[config.mk]
export PLATFORM = sky130hd
export DESIGN_NAME = pc_unit
export DESIGN_NICKNAME = d
export VERILOG_FILES = /design/src/rtl/pc_unit.sv
export SDC_FILE = /design/constraint.sdc
export NUM_CORES = 1
export LEC_CHECK = 0
export ABC_AREA = 1
export ABC_CLOCK_PERIOD_IN_PS = 3950
export CORE_ASPECT_RATIO = 1.75
export CORE_MARGIN = 4
export CORE_UTILIZATION = 48
export DETAILED_ROUTE_END_ITERATION = 10
export HOLD_SLACK_MARGIN = 0.12
export MAX_ROUTING_LAYER = met4
export PLACE_DENSITY = 0.79
export SLEW_MARGIN = 20
export SYNTH_ARGS = -nofsm -noshare
export SYNTH_HDL_FRONTEND = slang
export SYNTH_SLANG_ARGS = --single-unit
[constraint.sdc]
create_clock -name clk -period 3.95 [get_ports clk]
set_input_delay 0.395 -clock clk [delete_from_list [all_inputs] [get_ports clk]]
set_output_delay 0.395 -clock clk [all_outputs]
set_load 0.02 [all_outputs]
[src/rtl/pc_unit.sv]
// Program-counter stage of the single-cycle MIPS core.
// Next-PC selection with a run/halt/step debug FSM, retire counter and jr trap.
module pc_unit #(
    parameter logic [31:0] RESET_PC     = 32'h0040_0000,
    parameter int          CNT_W        = 32,
    parameter bit          START_HALTED = 1'b0
) (
    input  logic             clk,
    input  logic             rst_n,
    input  logic [31:0]      instruction,
    input  logic [1:0]       pc_src,
    input  logic             branch_taken,
    input  logic [31:0]      jr_target,
    input  logic             run_req,
    input  logic             step_req,
    input  logic             halt_req,
    output logic [31:0]      pc,
    output logic [31:0]      pc_plus4,
    output logic             commit,
    output logic             halted,
    output logic [CNT_W-1:0] retired,
    output logic             misalign
);

    typedef enum logic [1:0] {
        RUN  = 2'd0,
        HALT = 2'd1,
        STEP = 2'd2
    } state_t;

    localparam state_t RST_STATE = START_HALTED ? HALT : RUN;

    state_t      state;
    state_t      state_n;
    logic [31:0] next_pc;
    logic [31:0] br_off;
    logic        active;
    logic        trap;
    logic        unused_opcode;

    // opcode field is decoded by control, not here
    assign unused_opcode = ^instruction[31:26];

    assign pc_plus4 = pc + 32'd4;
    assign br_off   = {{14{instruction[15]}}, instruction[15:0], 2'b00};
    assign active   = (state == RUN) || (state == STEP);
    assign trap     = (pc_src == 2'b11) && (jr_target[1:0] != 2'b00);
    assign commit   = active && !trap;
    assign halted   = (state == HALT);

    always_comb begin
        next_pc = pc_plus4;
        unique case (pc_src)
            2'b00: next_pc = pc_plus4;
            2'b01: next_pc = branch_taken ? (pc_plus4 + br_off) : pc_plus4;
            2'b10: next_pc = {pc_plus4[31:28], instruction[25:0], 2'b00};
            2'b11: next_pc = jr_target;
            default: next_pc = pc_plus4;
        endcase
    end

    always_comb begin
        state_n = state;
        unique case (state)
            RUN: begin
                if (trap || halt_req) begin
                    state_n = HALT;
                end
            end
            STEP: state_n = HALT;
            HALT: begin
                // a latched trap locks the core until reset
                if (!misalign) begin
                    if (run_req) begin
                        state_n = RUN;
                    end else if (step_req) begin
                        state_n = STEP;
                    end
                end
            end
            default: state_n = HALT;
        endcase
    end

    always_ff @(posedge clk or negedge rst_n) begin
        if (!rst_n) begin
            state <= RST_STATE;
        end else begin
            state <= state_n;
        end
    end

    always_ff @(posedge clk or negedge rst_n) begin
        if (!rst_n) begin
            pc      <= RESET_PC;
            retired <= '0;
        end else if (commit) begin
            pc      <= next_pc;
            retired <= retired + {{(CNT_W-1){1'b0}}, 1'b1};
        end
    end

    always_ff @(posedge clk or negedge rst_n) begin
        if (!rst_n) begin
            misalign <= 1'b0;
        end else if (active && trap) begin
            misalign <= 1'b1;
        end
    end

endmodule
# Word-level counts from Yosys, hierarchy flattened

Index checks and enable logic that the tools add are counted.

Muxes and demuxes: 7
Reductions and logical operators: 10
Equal/unequal tests: 8
$add $sub $neg: 3

Operators with widths:

| operator                                                        | number |
|---|---|
| 32-bit one-hot mux with 4 select lines                          | 1 |
| 32-bit by 1-bit adder with 32-bit output, second input constant | 1 |
| 32-bit by 3-bit adder with 32-bit output, second input constant | 1 |
| 32-bit adder                                                    | 1 |
| 32-bit 2-to-1 mux                                               | 1 |
| 2-bit 2-to-1 mux                                                | 4 |
| 2-bit == test, second input constant                            | 3 |
| 2-bit by 1-bit == test with 1-bit output, second input constant | 2 |
| 2-bit zero test                                                 | 2 |
| 2-bit one-hot mux with 2 select lines                           | 1 |
| 1-bit logical AND                                               | 3 |
| 3-bit != test, second input constant                            | 1 |
| 3-bit AND reduction                                             | 1 |
| 1-bit logical OR                                                | 2 |
| 2-bit by 1-bit != test with 1-bit output, second input constant | 1 |
| 2-bit != test, second input constant                            | 1 |
| 2-bit nonzero test                                              | 1 |
| 1-bit zero test                                                 | 1 |

Input port bits: 72
Register bits: 67
Output and inout bits: 99

# Logic depth before layout (Yosys ltp)

Gate-level depths: netlist (run 1).

Depth after elaboration: 5
Gate-level depth with buffers: 26
Gate-level depth less buffers: 26

# Least setup slack after synthesis (run 1)

Ideal clock, no wire load.

Path type: reg-to-reg
From: register pc[2]
To: register pc[16]
Clock period less this slack: 3.236 ns
Setup time: 0.120 ns
Required time: 3.830 ns
Setup slack: 0.714 ns
Buffers on the path: 0
Arrival: 3.116 ns
Stages on the path, launching flop included: 18
Cell sequence: dfrtp_1 > ha_1 > nand2_1 > nor2_1 > nand2_1 > xnor2_1 > ha_1 > nand2_1 > inv_1 > nand2_1 > nand2_1 > a21oi_1 > nand2_1 > or2_2 > nand3_1 > nand3_1 > o21ai_0 > inv_1

Cells in the longest elaborated chain, start to end: 4

RTL lines:

| item                                     | RTL line | source |
|---|---|---|
| start, declared                          | 17       | `output logic [31:0] pc,` |
| start signal, assigned                   | 98       | `pc <= next_pc;` |
| 32-bit by 3-bit adder with 32-bit output | 44       | `assign pc_plus4 = pc + 32'd4;` |
| named net pc_plus4[10]                   | 18       | `output logic [31:0] pc_plus4,` |
| 32-bit adder                             | 55       | `2'b01: next_pc = branch_taken ? (pc_plus4 + br_off) : pc_plus4;` |
| 32-bit 2-to-1 mux                        | 55       |  |
| 32-bit one-hot mux with 4 select lines   | 53       | `unique case (pc_src)` |

The timed path passes the listed nets, and every way through them passes these cells.
A chain may end at the register's enable or synchronous reset.

# Worst setup path after layout (run 1)

From: register pc[8]
To: register pc[19]

Cells in the longest elaborated chain, start to end: 4

RTL lines:

| item                                       | RTL line |
|---|---|
| 32-bit by 3-bit adder with 32-bit output * | 44 |
| 32-bit adder                               | 55 |
| 32-bit 2-to-1 mux                          | 55 |
| 32-bit one-hot mux with 4 select lines *   | 53 |

Every way passes the cells marked *; elsewhere a longest branch is shown, timed or not.

==> reports/qor.yml, run 1 <==
sta:
  final.setup_skew_ns: 0.00609
  tightest_slew_ns: 0.717
  hold_ws_ns: 0.463
  setup_viol: 0
  rsz0062_at_grt: "no"
  min_period_over_period_pct: 90.5
  fmax_ghz: 0.280
  final-hold-violation-count: 0
  period_minus_slack_ns: 3.58
  fin_tns_setup_ns: 0
  finalMaxSlewViolations: 0
  relSlewSlack_pct: 52.1
synth:
  synth_cell_type_count: 45
  yosysWarningCount: 0
  syn_nets: 1165
  synthArstFlopShare_pct: 100
  synth-edff-count: 0
  synth_seq_cells: 67
  synth.avg_cell_area_um2: 6.25
  netlist_area_um2: 6600
  ys_seq_area_share_pct: 25.4
  syn_inst: 1055
  yosys_most_used_dff: "dfrtp_1"
floorplan:
  rows: 56
  start_util_pct: 49.0
  num_io_pins: 171
  die_h_um: 163
  die_w_um: 96.6
  dieArea_um2: 15800
  core_area_um2: 13500
clock_tree:
  post_cts_buffers: 0
  cts_buffer_depth: 2
  clock-sinks: 67
  clkTransAtPathRegs_ns: 0.06
  h-tree-depth: 3
  cts_root_buf: "clkbuf_16"
  cts_buffers: 9
  insertion_delay_ns: 0.33
  cts_tree: "yes"
drt:
  vias: 7541
  post-route-drc-count: 0
  drt_iter0_drc: 427
  viasPerCell: 5.36
  wire_per_inst_um: 17.0
  ant_nets: 0
  first_pass_iters: 5
  routed_wl_um: 23900
setup_path:
  reg2regPathDepth: 18
  end_kind: "flip-flop"
  worstSetupPathType: "reg -> reg"
  r2r_setup_slack_ns: 0.37
  r2r-start: "pc[8]$_DFFE_PN0P_"
  r2r_end: "pc[19]$_DFFE_PN0P_"
  cp.arrival_ns: 3.79
  worst-endpoint-required_ns: 4.17
  startpoint_type: "flip-flop"
  path_max_fanout: 7
placed_design:
  postPlaceCellArea_um2: 8480
  post-place-cells: 1390
  place.gp.congestion: 0.990
  dp_hpwl_um: 19700
  port_buffers: 164
power_and_ir_drop:
  p_leak_uw: 0.00452
  p_per_area_nw_per_um2: 198
  ir_worst_vdd_mv: 0.241
cells_and_area:
  nets: 1338
  diodes: 0
  seq_area_um2: 1680
  final_area_um2: 8770
  syn2layout_area_growth_pct: 33.0
  drive_gt1_share_pct: 4.62
  final_cells: 1407
  fillCellCount: 1286
  multiInputGateArea_um2: 4160
worst_hold_path:
  hold_class: "reg -> reg"
  holdCritStartpoint: "state[0]$_DFFE_PN0P_"
  hold_path_depth: 1
  whs_endpoint: "misalign$_DFFE_PN0P_"
status:
  status: "finished, final reports clean"
global_routing:
  first_global_vias: 7469
  grt_max_degree: 56
  grt_pass1_wl_um: 37500
  grt_overflow: 0
  grt_use_total_pct: 31.0
  grt_antenna_before_repair: 0
job:
  maxCapViolations: 0
final cells by class:
cell class	instances	area share (%)
sequential	67	19.1
clock inverter	7	0.613
multi-input combinational	789	47.5
tap	174	2.48
inverter	182	7.79
clock buffer	9	2.57
timing repair buffer	179	20.0
state kept, by name (all words and copies together) (netlist names):
name / count
pc: 32
misalign: 1
retired: 32
state: 2
worst max path at each step:
stage                 startpoint                  to  slack, ns  cells past startpoint
5_1_grt        pc[2]$_DFFE_PN0P_  pc[27]$_DFFE_PN0P_       0.06                     18
2_1_floorplan  pc[2]$_DFFE_PN0P_  pc[16]$_DFFE_PN0P_       0.71                     17
6_report       pc[8]$_DFFE_PN0P_  pc[19]$_DFFE_PN0P_       0.37                     18
3_3_place_gp   pc[8]$_DFFE_PN0P_  pc[19]$_DFFE_PN0P_       0.53                     18
3_5_place_dp   pc[2]$_DFFE_PN0P_  pc[27]$_DFFE_PN0P_       0.50                     18
4_1_cts        pc[2]$_DFFE_PN0P_  pc[19]$_DFFE_PN0P_       0.46                     19
cells by family after synthesis:
family	Yosys count	synth area share [%]
xor+xnor	48	6.37
buf+inv	199	11.5
flops	67	25.4
compound gates	129	11.8
simple gates	574	37.6
fa+ha+maj	38	7.32
metrics by stage:
step / power, µW / util, % / worst slack (ns)
global route: 1810 / 65.2 / 0.0551
floorplan: 858 / - / 0.714
detailed placement: 1000 / 63.1 / 0.501
CTS: 1750 / 65.2 / 0.459
global placement: 1000 / 63.1 / 0.535
finish: 1740 / 65.2 / 0.375
synth_stat cells (3+ instances only):
library cell	instances	area share [%]
nor2_2	3	0.28
clkbuf_1	13	0.74
xor2_1	30	4.0
o21bai_1	7	0.80
a211oi_1	4	0.46
nand3_1	65	4.9
a21oi_1	36	2.7
nor3_1	22	1.7
nand4_1	21	2.0
nand2_1	330	19
o211ai_1	4	0.46
nor2_4	4	0.68
a221oi_1	3	0.40
ha_1	37	7.0
nor2_1	98	5.6
nand3b_1	12	1.4
a22o_1	13	1.7
o22ai_1	3	0.28
o21ai_0	48	3.6
xnor2_1	18	2.4
inv_1	180	10
or2_2	4	0.38
dfrtp_1	66	25
nand2_2	3	0.28
layout by cell type, fill, tap and decap left out, types with 4 or more instances in the layout:
cell,Yosys,routed
nand2_1,330,330
inv_1,180,180
clkdlybuf4s50_1,0,163
nor2_1,98,97
dfrtp_1,66,66
nand3_1,65,65
o21ai_0,48,48
ha_1,37,37
a21oi_1,36,36
xor2_1,30,30
nor3_1,22,22
nand4_1,21,21
xnor2_1,18,18
buf_4,2,14
a22o_1,13,13
nand3b_1,12,12
clkbuf_16,0,9
o21bai_1,7,7
nor2_2,3,4
or2_2,4,4
nor2_4,4,4
o211ai_1,4,4
a211oi_1,4,4
worst max-delay path, stage by stage, from the launching register on:
cell,delay [ns]
dfrtp_1,0.49
inv_1,0.11
nor3_1,0.43
nand2_1,0.15
nor2_1,0.24
xnor2_1,0.15
inv_1,0.12
ha_1,0.39
nand2_1,0.11
nor2_1,0.14
inv_1,0.12
nor3_1,0.37
nand2_1,0.14
nand3_1,0.09
nand3_1,0.08
nand2_1,0.09
nand2_1,0.07
nand2_1,0.10
nand2_1,0.06
power breakdown:
part           switching, µW  leakage [µW]  internal, µW  total (µW)
clock                    313      0.000128           427         740
combinational            178       0.00356           132         310
sequential                 0      0.000828           687         687
total                    491       0.00452          1250        1740
routing by layer:
| metal | wire (µm) | vias to the layer above | GRT usage, % | share of wire [%] |
|---|---|---|---|---|
| met5 | 0 | - | - | 0 |
| met4 | 1630 | 0 | 19.4 | 6.8 |
| met3 | 1500 | 93 | 4.10 | 6.3 |
| met2 | 12200 | 321 | 54.8 | 51 |
| met1 | 8540 | 3424 | 32.3 | 36 |
| li1 | - | 3703 | - | - |
timing repair:
action / 4_1_cts / 5_1_grt
hold buffers: 1 / 0
gates resized for setup: 0 / 0
setup endpoints to repair: 0 / 0
endpoints found under the hold margin: 12 / 0
Note: power is estimated with default switching activity, not from simulation.
==> run 2: changes to the inputs <==
Settings changed: CAP_MARGIN from default to 20, SKIP_LAST_GASP from default to 1.
==> results of run 2 <==
Same layout as run 1: the final DEF is identical, and so are final timing and power.
